--- src/rtl/move_validator.sv ---
// move_validator
// Sequential Reversi move checker. One ray walker scans the eight directions
// in turn (N, NE, E, SE, S, SW, W, NW), examining one cell per cycle, and
// accumulates a per-direction capture mask, per-direction end points and the
// total number of opponent discs that the move would flip.
//
// Ports
//   clk, resetn      clock; synchronous active-low reset
//   start            request, sampled only while idle
//   x, y             candidate column / row
//   player_black     mover colour (1 = black, 0 = white)
//   board            2 bits per cell, cell (x,y) at [2*(y*N+x) +: 2];
//                    01 black, 10 white, 00/11 empty
//   busy             high while a request is being processed
//   done             one-cycle pulse; results valid from this cycle
//   legal            OR of valids
//   valids           bit d set when direction d captures
//   end_points       {ey, ex} per direction d at [d*2*COORD_W +: 2*COORD_W]
//   flip_count       total opponent discs captured
module move_validator #(
    parameter int BOARD_DIM = 8,
    parameter int COORD_W   = 3,
    parameter int CNT_W     = 8
) (
    input  logic                               clk,
    input  logic                               resetn,
    input  logic                               start,
    input  logic [COORD_W-1:0]                 x,
    input  logic [COORD_W-1:0]                 y,
    input  logic                               player_black,
    input  logic [2*BOARD_DIM*BOARD_DIM-1:0]   board,
    output logic                               busy,
    output logic                               done,
    output logic                               legal,
    output logic [7:0]                         valids,
    output logic [16*COORD_W-1:0]              end_points,
    output logic [CNT_W-1:0]                   flip_count
);

    // Cursor carries two extra bits so it can step to -1 or N without wrapping.
    localparam int CW    = COORD_W + 2;
    localparam int EP_W  = 2 * COORD_W;
    localparam int IDX_W = $clog2(BOARD_DIM * BOARD_DIM) + 1;
    localparam logic [COORD_W:0]      N_U = (COORD_W+1)'(BOARD_DIM);
    localparam logic signed [CW-1:0]  N_S = CW'(BOARD_DIM);

    typedef enum logic [1:0] {
        S_IDLE   = 2'd0,
        S_ORIGIN = 2'd1,
        S_WALK   = 2'd2,
        S_DONE   = 2'd3
    } state_t;

    state_t                           r_state;
    logic [2*BOARD_DIM*BOARD_DIM-1:0] r_board;
    logic [COORD_W-1:0]               r_x;
    logic [COORD_W-1:0]               r_y;
    logic                             r_black;
    logic [2:0]                       r_dir;
    logic signed [CW-1:0]             r_cx;
    logic signed [CW-1:0]             r_cy;
    logic [CNT_W-1:0]                 r_run;
    logic [7:0]                       r_acc_valids;
    logic [16*COORD_W-1:0]            r_acc_ends;
    logic [CNT_W-1:0]                 r_acc_cnt;

    function automatic logic signed [CW-1:0] step_dx(input logic [2:0] d);
        case (d)
            3'd1, 3'd2, 3'd3: return {{(CW-1){1'b0}}, 1'b1};
            3'd5, 3'd6, 3'd7: return {CW{1'b1}};
            default:          return '0;
        endcase
    endfunction

    function automatic logic signed [CW-1:0] step_dy(input logic [2:0] d);
        case (d)
            3'd0, 3'd1, 3'd7: return {CW{1'b1}};
            3'd3, 3'd4, 3'd5: return {{(CW-1){1'b0}}, 1'b1};
            default:          return '0;
        endcase
    endfunction

    function automatic logic [IDX_W-1:0] cell_idx(input logic [COORD_W-1:0] cx,
                                                  input logic [COORD_W-1:0] cy);
        return IDX_W'(cy) * IDX_W'(BOARD_DIM) + IDX_W'(cx);
    endfunction

    function automatic logic is_empty(input logic [1:0] c);
        return (c == 2'b00) || (c == 2'b11);
    endfunction

    logic signed [CW-1:0] w_ox;
    logic signed [CW-1:0] w_oy;
    logic                 w_on;
    logic [IDX_W-1:0]     w_cur_idx;
    logic [1:0]           w_cur_cell;
    logic                 w_org_in;
    logic [IDX_W-1:0]     w_org_idx;
    logic [1:0]           w_org_cell;
    logic [1:0]           w_mine;
    logic [2:0]           w_next_dir;
    logic                 w_resolve;
    logic                 w_capture;

    assign w_ox = {2'b00, r_x};
    assign w_oy = {2'b00, r_y};

    // Index is forced to 0 off-board so the part-select never leaves the board.
    assign w_on       = !r_cx[CW-1] && (r_cx < N_S) && !r_cy[CW-1] && (r_cy < N_S);
    assign w_cur_idx  = w_on ? cell_idx(r_cx[COORD_W-1:0], r_cy[COORD_W-1:0]) : '0;
    assign w_cur_cell = r_board[{w_cur_idx, 1'b0} +: 2];

    assign w_org_in   = ({1'b0, r_x} < N_U) && ({1'b0, r_y} < N_U);
    assign w_org_idx  = w_org_in ? cell_idx(r_x, r_y) : '0;
    assign w_org_cell = r_board[{w_org_idx, 1'b0} +: 2];

    assign w_mine     = r_black ? 2'b01 : 2'b10;
    assign w_next_dir = r_dir + 3'd1;

    // Any occupied cell that is not the mover's must be the opponent's.
    assign w_resolve  = !w_on || is_empty(w_cur_cell) || (w_cur_cell == w_mine);
    assign w_capture  = w_on && (w_cur_cell == w_mine) && (r_run != '0);

    always_ff @(posedge clk) begin
        if (!resetn) begin
            r_state    <= S_IDLE;
            busy       <= 1'b0;
            done       <= 1'b0;
            legal      <= 1'b0;
            valids     <= '0;
            end_points <= '0;
            flip_count <= '0;
        end else begin
            done <= 1'b0;
            case (r_state)
                S_IDLE: begin
                    if (start) begin
                        r_x          <= x;
                        r_y          <= y;
                        r_black      <= player_black;
                        r_board      <= board;
                        r_acc_valids <= '0;
                        r_acc_ends   <= '0;
                        r_acc_cnt    <= '0;
                        busy         <= 1'b1;
                        r_state      <= S_ORIGIN;
                    end
                end
                S_ORIGIN: begin
                    if (!w_org_in || !is_empty(w_org_cell)) begin
                        r_state <= S_DONE;
                    end else begin
                        r_dir   <= 3'd0;
                        r_cx    <= w_ox + step_dx(3'd0);
                        r_cy    <= w_oy + step_dy(3'd0);
                        r_run   <= '0;
                        r_state <= S_WALK;
                    end
                end
                S_WALK: begin
                    if (w_capture) begin
                        r_acc_valids[r_dir] <= 1'b1;
                        r_acc_cnt           <= r_acc_cnt + r_run;
                        for (int d = 0; d < 8; d++) begin
                            if (r_dir == 3'(d)) begin
                                r_acc_ends[d*EP_W +: EP_W] <= {r_cy[COORD_W-1:0], r_cx[COORD_W-1:0]};
                            end
                        end
                    end
                    if (w_resolve) begin
                        // Reload for the next ray in the same cycle.
                        if (r_dir == 3'd7) begin
                            r_state <= S_DONE;
                        end else begin
                            r_dir <= w_next_dir;
                            r_cx  <= w_ox + step_dx(w_next_dir);
                            r_cy  <= w_oy + step_dy(w_next_dir);
                            r_run <= '0;
                        end
                    end else begin
                        r_run <= r_run + CNT_W'(1);
                        r_cx  <= r_cx + step_dx(r_dir);
                        r_cy  <= r_cy + step_dy(r_dir);
                    end
                end
                S_DONE: begin
                    valids     <= r_acc_valids;
                    end_points <= r_acc_ends;
                    flip_count <= r_acc_cnt;
                    legal      <= |r_acc_valids;
                    done       <= 1'b1;
                    busy       <= 1'b0;
                    r_state    <= S_IDLE;
                end
                default: r_state <= S_IDLE;
            endcase
        end
    end

endmodule
--- config.mk ---
export PLATFORM = sky130hd
export DESIGN_NAME = move_validator
export DESIGN_NICKNAME = d
export VERILOG_FILES = /design/src/rtl/move_validator.sv
export SDC_FILE = /design/constraint.sdc
export NUM_CORES = 1
export LEC_CHECK = 0
export CORE_ASPECT_RATIO = 0.9
export CORE_UTILIZATION = 55
export DETAILED_ROUTE_END_ITERATION = 6
export PLACE_DENSITY = 0.81
export SLEW_MARGIN = 0
export SYNTH_ARGS = -nofsm -noshare
export SYNTH_HDL_FRONTEND = slang
export SYNTH_SLANG_ARGS = --single-unit
--- constraint.sdc ---
create_clock -name clk -period 11.9 [get_ports clk]
set_input_delay 1.19 -clock clk [delete_from_list [all_inputs] [get_ports clk]]
set_output_delay 1.19 -clock clk [all_outputs]
set_load 0.005 [all_outputs]
==> flow_metrics.py <==
metrics = {
    "cts": {
        "path_clk_slew_ns": 0.07,
        "root_buffer": "clkbuf_16",
        "cts_sinks": 289,
        "cts_resized": 0,
        "cts_buffers": 28,
        "postCtsSetupBuffers": 0,
        "h-tree-depth": 1,
        "max-clock-path-buffers": 3,
        "cts-hold-fix-buffers": 0,
        "cts_tree": "built",
        "clock_latency_ns": 0.55,
    },
    "drt": {
        "num_vias": 8995,
        "dr.pass1.iters": 7,
        "routed_wl_mm": 31.46,
        "wire_per_inst_um": 20.63,
        "drt-initial-drc-count": 1053,
        "via_per_inst": 5.898,
        "drc": 0,
        "detail-route-antenna-nets": 0,
    },
    "final_layout": {
        "nNetsFinal": 1379,
        "mostFrequentLayoutCells": "220 x edfxtp_1, 204 x clkdlybuf4s50_1, 98 x mux2i_1",
        "seq_area_sq_um": 7988,
        "final_common_cell": "edfxtp_1",
        "fillers": 1631,
        "drive_above_1_share": 0.08792,
        "finalCoreUtilization": 0.6931,
        "num_antenna_cells": 0,
        "area_delta_synth_final_pct": 23.58,
        "fin_cells": 1525,
        "multi_input_area_sq_um": 5219,
    },
    "critical_path": {
        "arrival_ns": 5.13,
        "critical_path_required_ns": 12.13,
        "crit_path_end_kind": "register",
        "cp_max_fo": 16,
        "worstSetupPathType": "register to register",
        "setup.worst_path.start": "r_cx[3]$_SDFFCE_PN0P_",
        "critPathLaunchType": "register",
        "timing.rr.start": "r_cx[3]$_SDFFCE_PN0P_",
    },
    "timing": {
        "skew_ns": 0.02086,
        "hold_viol_final": 0,
        "setup_tns_ns": 0,
        "relSlewSlack": 0.1958,
        "worst_pin_slew_ns": 1.206,
        "setup_ws_ns": 7.000,
        "slew_violations": 0,
        "fmax_mhz": 204.1,
        "layout_min_cycle_time_ns": 4.900,
        "setup_viol": 0,
        "fin_crit_sh": 0.4118,
        "rsz0062_at_grt": "false",
    },
    "place": {
        "portBuffers": 204,
        "hpwl_mm": 21.66,
        "place_congestion": 0.8832,
        "dp_cells": 1473,
        "post-place-ws_ns": 7.144,
    },
    "yosys": {
        "avgSynthCellArea_sq_um": 13.47,
        "synth.largest_area_cell": "edfxtp_1",
        "ys_types": 67,
        "syn_area_sq_um": 13600,
        "ys_warn_count": 0,
        "synth-async-reset-ratio": 0,
        "synthesis.nets": 1194,
        "ys_seq_elements": 289,
        "synth-edff-count": 220,
        "ys.flop_type": "edfxtp_1",
        "synth_area_leaders": "edfxtp_1 49%, dfxtp_1 10%, mux2i_1 7.2%",
        "netlist_instances": 1010,
        "ys_seq_area_frac": 0.5871,
        "yosysTopAreaCellShare": 0.4856,
    },
    "global_route": {
        "grt_max_degree": 74,
        "grt_usage": 0.2510,
        "gr-total-overflow": 0,
        "grt_first_pass_wirelength_mm": 49.19,
        "grt_pass1_vias": 8973,
        "antenna_found_initial": 0,
    },
    "min_path": {
        "hp-start": "r_acc_ends[33]$_SDFFCE_PN0P_",
        "holdCritPathClass": "register to register",
    },
    "die": {
        "chipWidth_um": 167.8,
        "die_y_um": 151.2,
        "rows": 54,
        "die_area_sq_um": 25370,
        "core_area_sq_um": 24260,
        "start_util": 0.5609,
        "pin_count": 205,
    },
    "job": {
        "drv_cap": 0,
    },
    "outcome": {
        "status": "finished, final reports clean",
    },
    "power_and_ir_drop": {
        "pwr_density_cell_nw_per_um2": 191.9,
        "leakage_uw": 0.005876,
        "ir_drop_mv": 0.1426,
    },
}
==> final timing paths <==
| check | slack [ns] | cells after the start | end |
|---|---|---|---|
| setup reg to reg | 7.00 | 9 | r_cy[0]$_DFFE_PP_ |
| hold reg to reg | 0.51 | 2 | end_points[33]$_SDFFE_PN0P_ |
| hold / removal | 0.51 | 2 | end_points[33]$_SDFFE_PN0P_ |
| setup / recovery | 7.00 | 9 | r_cy[0]$_DFFE_PP_ |
==> worst max-delay path, stage by stage, from the launching register on <==
cell      delay [ns]
edfxtp_1        0.45
or4_1           0.86
nor2_1          0.79
a222oi_1        0.20
a211o_1         0.26
a221o_1         0.40
a211oi_4        0.36
a22oi_4         0.24
a311oi_2        0.70
buf_4           0.32
==> cell usage after synthesis, types with 9 or more instances <==
cell	number
xor2_1	12
edfxtp_1	220
a31oi_1	14
mux2i_1	98
ha_1	41
nor2b_1	80
inv_1	44
nor3_1	9
and2_1	18
mux4_2	36
nand3_1	18
clkbuf_1	33
buf_1	10
nand2_1	31
buf_2	13
a21o_1	9
nor2_1	56
xnor2_1	16
a21oi_1	44
dfxtp_1	69
==> cells by family (layout without fill, tap and decap cells) <==
family	Yosys count	count (layout)	share of synthesized area
flops	289	289	0.5871
simple gates	241	241	0.09427
compound gates	159	159	0.08535
mux	143	143	0.1392
buf+inv	104	311	0.03099
fa+ha+maj	46	46	0.04507
xor+xnor	28	28	0.01803
==> layout make-up <==
| type | instances | area share |
|---|---|---|
| clock inverters | 13 | 0.009600 |
| repair buffers | 214 | 0.1259 |
| well taps | 308 | 0.02292 |
| inverters | 45 | 0.01005 |
| clock buffers | 39 | 0.04599 |
| multi-input cells | 617 | 0.3104 |
| flip-flops and latches | 289 | 0.4751 |
==> per-stage QoR <==
stage               total power, uW  hold WS, ns  cell area [sq um]
finish                         3226       0.5085              16810
detailed placement             2329       0.4976              15880
floorplan                      2038       0.4789              13600
CTS                            3229       0.5081              16810
global placement               2304       0.4861              15880
global route                   3375       0.5161              16810
==> metal layers <==
metal | vias up | wire (um) | GRT usage
met5 | - | 0 | 0
met4 | 0 | 908 | 0.07706
met3 | 83 | 2066 | 0.03397
met2 | 460 | 14940 | 0.4183
met1 | 4289 | 13550 | 0.3451
li1 | 4163 | - | -
==> state kept, by name, summed over array words and instances (netlist names), 2 cells and up <==
signal        flops
end_points       48
r_acc_ends       48
r_x               3
flip_count        8
r_run             8
r_cx              5
r_state           2
r_board         128
r_dir             3
r_acc_cnt         8
r_acc_valids      8
r_cy              5
r_y               3
valids            8
==> where the power goes <==
group	leakage, uW	switching [uW]	internal, uW
clock network	0.000451	380	523
logic	0.00282	498	408
registers	0.00261	118	1300
No activity file was read; power rests on OpenSTA's default activity.
